$ cat src/rtl/clock_pkg.sv
// Shared types and constants for the digital clock blocks.
package clock_pkg;

  typedef enum logic [1:0] {
    ST_IDLE   = 2'd0,
    ST_RING   = 2'd1,
    ST_SNOOZE = 2'd2,
    ST_CHIME  = 2'd3
  } alarm_state_t;

  typedef logic [7:0] bcd8_t;

  localparam bcd8_t BCD_ZERO = 8'h00;

  function automatic int unsigned max3(input int unsigned a, input int unsigned b,
                                       input int unsigned c);
    int unsigned m;
    m = (a > b) ? a : b;
    return (m > c) ? m : c;
  endfunction

endpackage

$ cat src/rtl/sec_countdown.sv
// Loadable seconds down-counter; decrements on tick and saturates at 0.
module sec_countdown #(
  parameter int unsigned W = 9
) (
  input  logic         clk,
  input  logic         rst_n,
  input  logic         load,
  input  logic [W-1:0] load_val,
  input  logic         tick,
  output logic         zero
);

  logic [W-1:0] cnt_q;
  logic [W-1:0] cnt_d;

  always_comb begin
    cnt_d = cnt_q;
    if (load) begin
      cnt_d = load_val;
    end else if (tick && (cnt_q != '0)) begin
      cnt_d = cnt_q - W'(1);
    end
  end

  always_ff @(posedge clk or negedge rst_n) begin
    if (!rst_n) begin
      cnt_q <= '0;
    end else begin
      cnt_q <= cnt_d;
    end
  end

  // Asserted when already empty or when this tick consumes the last second,
  // so the owner can leave its state on the tick that expires the period.
  assign zero = (cnt_q == '0) || (tick && (cnt_q == W'(1)));

endmodule

$ cat src/rtl/alarm_ctrl.sv
// Alarm / hourly-chime sequencer: decides when the beeper may sound.
module alarm_ctrl
  import clock_pkg::*;
#(
  parameter int unsigned RING_SECS   = 60,
  parameter int unsigned SNOOZE_SECS = 300,
  parameter int unsigned MAX_SNOOZE  = 3,
  parameter int unsigned CHIME_SECS  = 2
) (
  input  logic       clk,
  input  logic       rst_n,
  input  logic       tick_1hz,
  input  logic [7:0] cur_hour,
  input  logic [7:0] cur_min,
  input  logic [7:0] cur_sec,
  input  logic [7:0] alm_hour,
  input  logic [7:0] alm_min,
  input  logic       alm_on,
  input  logic       chime_on,
  input  logic       stop_btn,
  input  logic       snooze_btn,
  output logic       alarm_en,
  output logic       ringing,
  output logic       snoozing,
  output logic [1:0] snooze_left
);

  localparam int unsigned CNT_W = $clog2(max3(RING_SECS, SNOOZE_SECS, CHIME_SECS) + 1);

  alarm_state_t   state_q, state_d;
  logic [1:0]     snooze_left_q, snooze_left_d;
  logic           alarm_en_q, alarm_en_d;
  logic           ringing_q, ringing_d;
  logic           snoozing_q, snoozing_d;

  logic             cnt_load;
  logic [CNT_W-1:0] cnt_val;
  logic             cnt_zero;
  logic             match;
  logic             top_of_hour;
  logic             expire;

  assign match = tick_1hz && (bcd8_t'(cur_hour) == bcd8_t'(alm_hour)) &&
                 (bcd8_t'(cur_min) == bcd8_t'(alm_min)) && (cur_sec == BCD_ZERO);
  assign top_of_hour = tick_1hz && (cur_min == BCD_ZERO) && (cur_sec == BCD_ZERO);
  assign expire = tick_1hz && cnt_zero;

  sec_countdown #(.W(CNT_W)) u_cnt (
    .clk      (clk),
    .rst_n    (rst_n),
    .load     (cnt_load),
    .load_val (cnt_val),
    .tick     (tick_1hz),
    .zero     (cnt_zero)
  );

  // State and output registers.
  always_ff @(posedge clk or negedge rst_n) begin
    if (!rst_n) begin
      state_q       <= ST_IDLE;
      snooze_left_q <= 2'd0;
      alarm_en_q    <= 1'b0;
      ringing_q     <= 1'b0;
      snoozing_q    <= 1'b0;
    end else begin
      state_q       <= state_d;
      snooze_left_q <= snooze_left_d;
      alarm_en_q    <= alarm_en_d;
      ringing_q     <= ringing_d;
      snoozing_q    <= snoozing_d;
    end
  end

  // Next state; branch order encodes the event priority. A transition that
  // reloads the counter also swallows any tick arriving in the same cycle.
  always_comb begin
    state_d       = state_q;
    snooze_left_d = snooze_left_q;
    cnt_load      = 1'b0;
    cnt_val       = '0;
    unique case (state_q)
      ST_IDLE: begin
        if (match && alm_on) begin
          state_d       = ST_RING;
          cnt_load      = 1'b1;
          cnt_val       = CNT_W'(RING_SECS);
          snooze_left_d = 2'(MAX_SNOOZE);
        end else if (top_of_hour && chime_on) begin
          state_d  = ST_CHIME;
          cnt_load = 1'b1;
          cnt_val  = CNT_W'(CHIME_SECS);
        end
      end
      ST_RING: begin
        if (!alm_on || stop_btn) begin
          state_d = ST_IDLE;
        end else if (snooze_btn && (snooze_left_q != 2'd0)) begin
          state_d       = ST_SNOOZE;
          cnt_load      = 1'b1;
          cnt_val       = CNT_W'(SNOOZE_SECS);
          snooze_left_d = snooze_left_q - 2'd1;
        end else if (expire) begin
          state_d = ST_IDLE;
        end
      end
      ST_SNOOZE: begin
        if (!alm_on || stop_btn) begin
          state_d = ST_IDLE;
        end else if (expire) begin
          state_d  = ST_RING;
          cnt_load = 1'b1;
          cnt_val  = CNT_W'(RING_SECS);
        end
      end
      ST_CHIME: begin
        if (stop_btn) begin
          state_d = ST_IDLE;
        end else if (match && alm_on) begin
          state_d       = ST_RING;
          cnt_load      = 1'b1;
          cnt_val       = CNT_W'(RING_SECS);
          snooze_left_d = 2'(MAX_SNOOZE);
        end else if (expire) begin
          state_d = ST_IDLE;
        end
      end
      default: state_d = ST_IDLE;
    endcase
  end

  // Outputs decoded from the next state so they land one cycle after the cause.
  always_comb begin
    alarm_en_d = 1'b0;
    ringing_d  = 1'b0;
    snoozing_d = 1'b0;
    unique case (state_d)
      ST_RING: begin
        alarm_en_d = 1'b1;
        ringing_d  = 1'b1;
      end
      ST_CHIME:  alarm_en_d = 1'b1;
      ST_SNOOZE: snoozing_d = 1'b1;
      default: ;
    endcase
  end

  assign alarm_en    = alarm_en_q;
  assign ringing     = ringing_q;
  assign snoozing    = snoozing_q;
  assign snooze_left = snooze_left_q;

endmodule

$ cat config.mk
export PLATFORM = sky130hd
export DESIGN_NAME = alarm_ctrl
export DESIGN_NICKNAME = d
export VERILOG_FILES = /design/src/rtl/clock_pkg.sv /design/src/rtl/sec_countdown.sv /design/src/rtl/alarm_ctrl.sv
export SDC_FILE = /design/constraint.sdc
export NUM_CORES = 1
export LEC_CHECK = 0
export ABC_AREA = 1
export CAP_MARGIN = 20
export CORE_ASPECT_RATIO = 2
export CORE_MARGIN = 3
export CORE_UTILIZATION = 42
export CTS_CLUSTER_DIAMETER = 40
export DETAILED_ROUTE_END_ITERATION = 6
export GPL_TIMING_DRIVEN = 0
export PLACE_DENSITY = 0.79
export SLEW_MARGIN = 20
export SYNTH_ARGS = -nofsm -noshare
export SYNTH_HDL_FRONTEND = slang
export SYNTH_HIERARCHICAL = 1
export SYNTH_SLANG_ARGS = --single-unit
$ cat constraint.sdc
create_clock -name clk -period 2.2 [get_ports clk]
set_input_delay 0.44 -clock clk [delete_from_list [all_inputs] [get_ports clk]]
set_output_delay 0.44 -clock clk [all_outputs]
set_load 0.02 [all_outputs]
==> results.md <==
- Vias per cell: a little under 5
- Arr. time, crit path: roughly 2.3 ns
- Fillcell total: 332
- Root Buffer Master: clkbuf_8
- Cell Area, Synth: about 0.0016 mm^2
- Commonest cells after routing, fill and taps aside: 88 x nand2_1, 43 x inv_1, 34 x nor2_1
- Post-synthesis sequential area ratio: between 20% and 30%
- Share of post-route cells with drive strength above 1: between 15 and 20%
- Final slew viol count: 0
- Met2 routed WL: approximately 2700 um
- Met3 routed WL: around 180 um
- Critical R2R Launch: u_cnt/cnt_q[0]
- Die H: a little over 90 um
- Die area: between 0.004 and 0.005 mm^2
- CP Max Fanout: 7
- Worst-path clk slew: approximately 0.06 ns
- Slew headroom: approximately half
- Final setup TNS: 0 ns
- Die Span X: 49.8 um
- First-pass GRT wire length: 6960 um
- R2r setup slk: between 0.09 and 0.1 ns
- Largest net degree at the start of global routing: 17
- Fin area: around 0.0025 mm^2
- Initial antenna violation count: 0
- Router iterations before antenna repair: 4
- Clk buf depth: 2
- Tot GR Track Use: roughly a fifth
- Max cap viols: 0
- CTS Buf Count: 3
- Cells on worst reg2reg path: 15
- Antenna Nets Post-Route: 0
- Hold path start: snooze_left[0]
- Syn avg cell area: 5.98 um^2
- Min Tclk post-route: 2.10 ns
- Max Clk Rate: around 480 MHz
- Post-Syn Instances: ~270
- Hold_ws: between 0.5 and 0.6 ns
- Type of the worst min-delay path: flop to flop
- M1 wire length: about 1400 um
- Setup slack after layout: around 0.096 ns
- Final Skew: between 0.004 and 0.005 ns
- Initial Utilization: between 40% and 50%
- Pwr per Cell Area: between 800 and 900 mW/mm^2
- Startpoint types: flop
- H-tree levels: 1
- Area added between synthesis and finish: 55.4%
- HPWL Detailed: 3440 um
- # setup viols final: 0
- Max layer used: met4
- Clk_lat worst skew: around 0.25 ns
- IO Port Bufs: 51
- WHS Path Cells: 1
- Nature of the critical path endpoint: flop
- Lkg Pwr: around 1.6 nW
- Pre-CTS setup slack: -0.707 ns
- Nets@finish: 388
- I/O pin count: 52
- Status: complete, no violations
- Total Wirelength: 4520 um
- Post-synthesis register bit count: 16
- Worst Path Required: roughly 2.4 ns
- Worst-Margin Slew: around 0.75 ns
- R2r endpoint: u_cnt/cnt_q[2]
- Hold-fix buffers, CTS: 0
- CTS Sinks: 16
- # rows: 31
- Total gr overflow: 0
- Core area: ~0.0036 mm^2
- Final hold vios: 0
- 1st-iter DRT viols: 41
- Area post-placement: ~0.0022 mm^2
- DR WL/cell: around 12 um
- Post-synthesis cell type count: 31
- GP Congestion: 0.825
- Vias in the first global route: around 1800
- Maximum VDD drop: 0.000421 V
- Part of the cycle the worst path needs: between 90% and 100%
- Ant. Diodes: 0
- CTS tree: built
- DRC Markers: 0
- WS Path Type: flop to flop
- DR vias: between 1500 and 2000
- Ys Warns: 6
- WHS Endpoint: snooze_left[0]
- Commonest non-fill, non-tap cell in the layout: nand2_1
==> area by class of cell <==
cell class,count,area [um^2],area share (%)
inverters,50,195,7.81
repair buffers,61,689,27.6
flip-flops and latches,16,400,16.0
clock buffers,4,55.1,2.20
multi-input cells,203,1070,42.7
well taps,49,61.3,2.45
plain buffers,2,30.0,1.20
==> where the power goes <==
part / total, mW / internal [mW] / leakage, nW / switching (mW)
clock network: 0.263 / 0.159 / 0.0288 / 0.105
logic: 1.31 / 0.568 / 1.35 / 0.742
registers: 0.525 / 0.400 / 0.202 / 0.125
==> routing by layer <==
layer	global-route usage (%)	vias up
met1	16.3	832
met5	0	-
met4	12.0	0
met2	38.7	70
li1	-	947
met3	2.55	21
==> worst max-delay path by stage <==
stage | startpoint | endpoint | slack, ns | cells past startpoint
CTS | alm_hour[5] | u_cnt/cnt_q[0] | 0.004 | 16
detailed placement | tick_1hz | u_cnt/cnt_q[1] | -0.71 | 13
global placement | tick_1hz | u_cnt/cnt_q[1] | -0.69 | 13
floorplan | u_cnt/cnt_q[0] | u_cnt/cnt_q[1] | 0.13 | 14
finish | u_cnt/cnt_q[0] | u_cnt/cnt_q[2] | 0.1 | 15
global route | u_cnt/cnt_q[0] | u_cnt/cnt_q[2] | -0.04 | 15
==> metrics by stage <==
stage                     cells  util (%)  power (mW)
after floorplan             271         -        1.29
after global placement      371      60.0        1.58
after detailed placement    371      60.0        1.62
after CTS                   375      61.9        1.90
after global routing        385      68.6        2.28
final                       385      68.6        2.10
==> cell usage after synthesis <==
master	count	share of area (%)
and2_1	1	0.39
xnor2_1	3	1.6
ha_1	4	3.1
or2_2	2	0.78
nor2_4	4	2.8
a21oi_1	3	0.93
nor3_2	1	0.62
o211ai_1	1	0.47
or2_0	1	0.39
clkbuf_1	1	0.23
nand2_2	6	2.3
a211oi_1	1	0.47
o21ai_1	2	0.62
a21oi_4	1	1.0
conb_1	1	0.23
inv_1	47	11
nor3_1	1	0.31
a21boi_1	1	0.47
inv_2	3	0.70
nand4_1	4	1.6
dfrtp_1	16	25
nand3_1	20	6.2
o21ai_0	4	1.2
buf_6	1	0.70
nand3b_1	1	0.47
o21ai_2	4	2.2
nor2_1	38	8.9
nand2_1	92	21
nand3_4	2	2.2
o21ai_4	1	1.0
nor2_2	2	0.78
==> cells by family (layout without fill, tap and decap cells) <==
family          after synthesis  count (layout)  share of synthesized area, %
fa+ha+maj                     4               4                          3.11
simple gates                175             175                          49.1
xor+xnor                      3               3                          1.63
other cells                   1               3                         0.233
flops                        16              16                          24.9
compound gates               18              18                          8.40
buf+inv                      52             117                          12.6
==> worst max-delay path, cell delays in order (launching register included) <==
cell and delay (ns):
dfrtp_1 0.42, inv_4 0.09, ha_1 0.17, nand2_2 0.10
a21oi_1 0.17, nand2_1 0.08, inv_1 0.10, nand3_1 0.13
nand3_1 0.11, nand2_1 0.08, nand2_2 0.14, clkinv_4 0.12
nand2_8 0.09, clkbuf_16 0.14, o21ai_2 0.05, nand2_1 0.06
==> flip-flops by register name (all words and copies together), names as in the netlist <==
name,count
state_q,2
alarm_en,1
u_cnt/cnt_q,9
snooze_left,2
ringing,1
snoozing,1
==> timing repair <==
| item | in CTS | in global routing |
|---|---|---|
| cloned | 0 | 1 |
| pin swaps | 0 | 30 |
| resized for setup | 7 | 57 |
| setup endpoints to repair | 9 | 7 |
| buffers inserted | 0 | 9 |
(Power assumes the default switching activity.)
==> patch (same settings) <==
Make the reset (`rst_n`) synchronous in 2 clocked blocks.
--- a/src/rtl/sec_countdown.sv
+++ b/src/rtl/sec_countdown.sv
@@ -23,5 +23,5 @@
   end
 
-  always_ff @(posedge clk or negedge rst_n) begin
+  always_ff @(posedge clk) begin
     if (!rst_n) begin
       cnt_q <= '0;
--- a/src/rtl/alarm_ctrl.sv
+++ b/src/rtl/alarm_ctrl.sv
@@ -56,5 +56,5 @@
 
   // State and output registers.
-  always_ff @(posedge clk or negedge rst_n) begin
+  always_ff @(posedge clk) begin
     if (!rst_n) begin
       state_q       <= ST_IDLE;
Function: differs if rst_n is asserted again (counterexample within 4 cycles, from zero or initial values and one cycle with rst_n low); with rst_n held inactive, the same outputs for 10 cycles.
==> patch against the original RTL <==
- clock skew about the same
- routed wire length up 23%
- sequential cell count unchanged
- synthesized cell count up 12%
- worst hold slack worse by 0.032 ns
- total power down 2.2%
- sequential share of layout area down 3.0 points
- utilization down 0.99 points
- synthesized area up 1.4%
- final area down 0.40%
- setup slack better by 0.014 ns
==> patch: results (changes against the original RTL) <==
| Metric | Value |
|---|---|
| CTS H-Tree Depth | 1 (unchanged) |
| Worst hold path depth | 2 (+1) |
| Top cells by count, synth | nand2_1 (104), inv_1 (49), nor2_1 (39) |
| Sequential fraction of the synthesis area | 19.6% (-5.3 points) |
| Pint | 1.04 mW (-7.4%) |
| Largest net degree at the start of global routing | 11 (-6) |
| Clk. pwr | 0.272 mW (+3%) |
| Layout cells sized above 1 | 26.9% (+11 points) |
| Post-synth cell types | 35 (+13%) |
| Vias per std cell | 5.12 (+5.5%) |
| Cell at the root of the clock tree | clkbuf_8 |
| Final GP Congestion | 0.858 (+4.0%) |
| WHS Endpoint | snooze_left[1] |
| Crit path arrival time | 2.24 ns (-0.06 ns) |
| WL/cell | 13.0 µm (+11%) |
| LEAKAGE | 1.46 nW (-7.3%) |
| Worst VDD drop | 454 µV (+7.7%) |
| R2R Setup Slk | around 0.11 ns |
| Critical path's slowest cell | dfxtp_4 |
| Main synth FF type | dfxtp_1 |
| RR Startpoint | u_cnt/cnt_q[0] |
| FFs w/ async S/R, synth | 0% (-100 points) |
| Vias | 2,193 (+17%) |
| Clk slew on worst S/H paths | approximately 0.07 ns |
| Worst reg-to-reg path cell count | 13 (-2) |
| Antenna cells | 0 (unchanged) |
| Crit path max fanout | 6 (-1) |
| Clock skew | 0.00430 ns (+0.000125 ns) |
| Reg2reg end | u_cnt/cnt_q[3] |
| Syn Inst Count | 300 (+12%) |
| Filler cell count | 312 (-6.0%) |
| Status | finished clean |
| Area contributors post-synth | nand2_1 (24%), dfxtp_1 (20%), inv_1 (11%) |
| Number of DRC markers in iteration 0 | 81 (+98%) |
| Crit-path leading delay family | simple AND/OR/NAND/NOR gates |
| Tot GR Track Use | 24.2% (+5.1 points) |
| Flip-flop and latch power | 0.494 mW (-5.9%) |
| First-pass GRT wire length | 8850 µm (+27%) |
| Nets | 431 (+11%) |
| Max stage delay on crit path | 0.36 ns (-0.06 ns) |
| Worst hold start | snooze_left[1] |
| Clk buf depth | 2 (unchanged) |
| Biggest register | u_cnt/cnt_q |
| Clk_lat worst skew | roughly 0.26 ns |
| Detailed Routing Iterations Pass 1 | 4 (unchanged) |
| Hpwl dp | 4000 µm (+16%) |
| Final setup fails | 0 (unchanged) |
| Largest register FFs | 9 (unchanged) |
| Placed Cells | 402 (+8.4%) |
-- patch: changes by cell type in the layout (fill, tap and decap cells not counted), moves of 4 or more --
cell / delta
clkbuf_2: +18
dlymetal6s2s_1: -17
dfrtp_1: -16
dfxtp_1: +14
buf_4: +13
clkdlybuf4s50_1: -9
nand2_2: +7
inv_2: +6
clkdlybuf4s15_1: +5
nand4_1: +5
o21ai_0: +5
a21oi_2: +4
nand2_1: +4
-- patch: layer usage --
metal / wire [µm] / vias to the layer above / GRT usage [%]
li1: - / 1082 / -
met3: 273 / 37 / 3.02
met5: 0 / - / 0
met1: 1720 / 961 / 20.3
met2: 3210 / 113 / 48.0
met4: 373 / 0 / 18.0
-- patch: per-stage QoR --
| stage | utilization, % | hold slack [ns] | cell area [µm²] | worst slack [ns] | power (mW) |
|---|---|---|---|---|---|
| 3_3_place_gp | 60.0 | 0.475 | 2210 | -0.681 | 1.56 |
| 2_1_floorplan | - | 0.477 | 1640 | 0.143 | 1.29 |
| 4_1_cts | 65.1 | 0.490 | 2400 | 0.000998 | 1.87 |
| 3_5_place_dp | 60.0 | 0.479 | 2210 | -0.711 | 1.58 |
| 6_report | 67.6 | 0.485 | 2490 | 0.110 | 2.05 |
| 5_1_grt | 67.6 | 0.522 | 2490 | -0.149 | 2.28 |
-- patch: how the worst max path moves through the flow --
| stage | start | endpoint | slack (ns) | cells past startpoint |
|---|---|---|---|---|
| floorplan | cur_sec[7] | u_cnt/cnt_q[1] | 0.14 | 13 |
| global placement | cur_min[1] | u_cnt/cnt_q[2] | -0.68 | 14 |
| detailed placement | cur_min[1] | u_cnt/cnt_q[2] | -0.71 | 14 |
| CTS | cur_min[6] | u_cnt/cnt_q[1] | 0.001 | 13 |
| global route | tick_1hz | u_cnt/cnt_q[1] | -0.15 | 12 |
| finish | u_cnt/cnt_q[0] | u_cnt/cnt_q[3] | 0.11 | 13 |
-- patch: cell type report --
class                      instances  area, µm²  area share [%]
sequential                        16        325            13.1
multi-input combinational        227       1190            47.8
buffer                             1       13.8           0.553
timing repair inverter             1       5.00           0.201
clock buffer                       4       55.1            2.21
tap                               49       61.3            2.46
inverter                          58        224            8.99
timing repair buffer              72        614            24.7
-- patch: cells by family (layout without fill, tap and decap cells) --
group / Yosys count / count (layout) / synth area share (%)
fa+ha+maj: 4 / 4 / 3.07
simple gates: 194 / 194 / 52.4
flops: 16 / 16 / 19.6
other cells: 1 / 3 / 0.230
xor+xnor: 3 / 3 / 2.07
compound gates: 23 / 23 / 8.74
buf+inv: 59 / 136 / 13.9
-- patch: what timing repair did --
action                                  CTS  global route
endpoints found under the setup margin    9            13
setup buffers                            17             4
hold endpoints to repair                  0             0
cloned                                    1             0
resized for setup                        42            84
pin swaps                                23            31
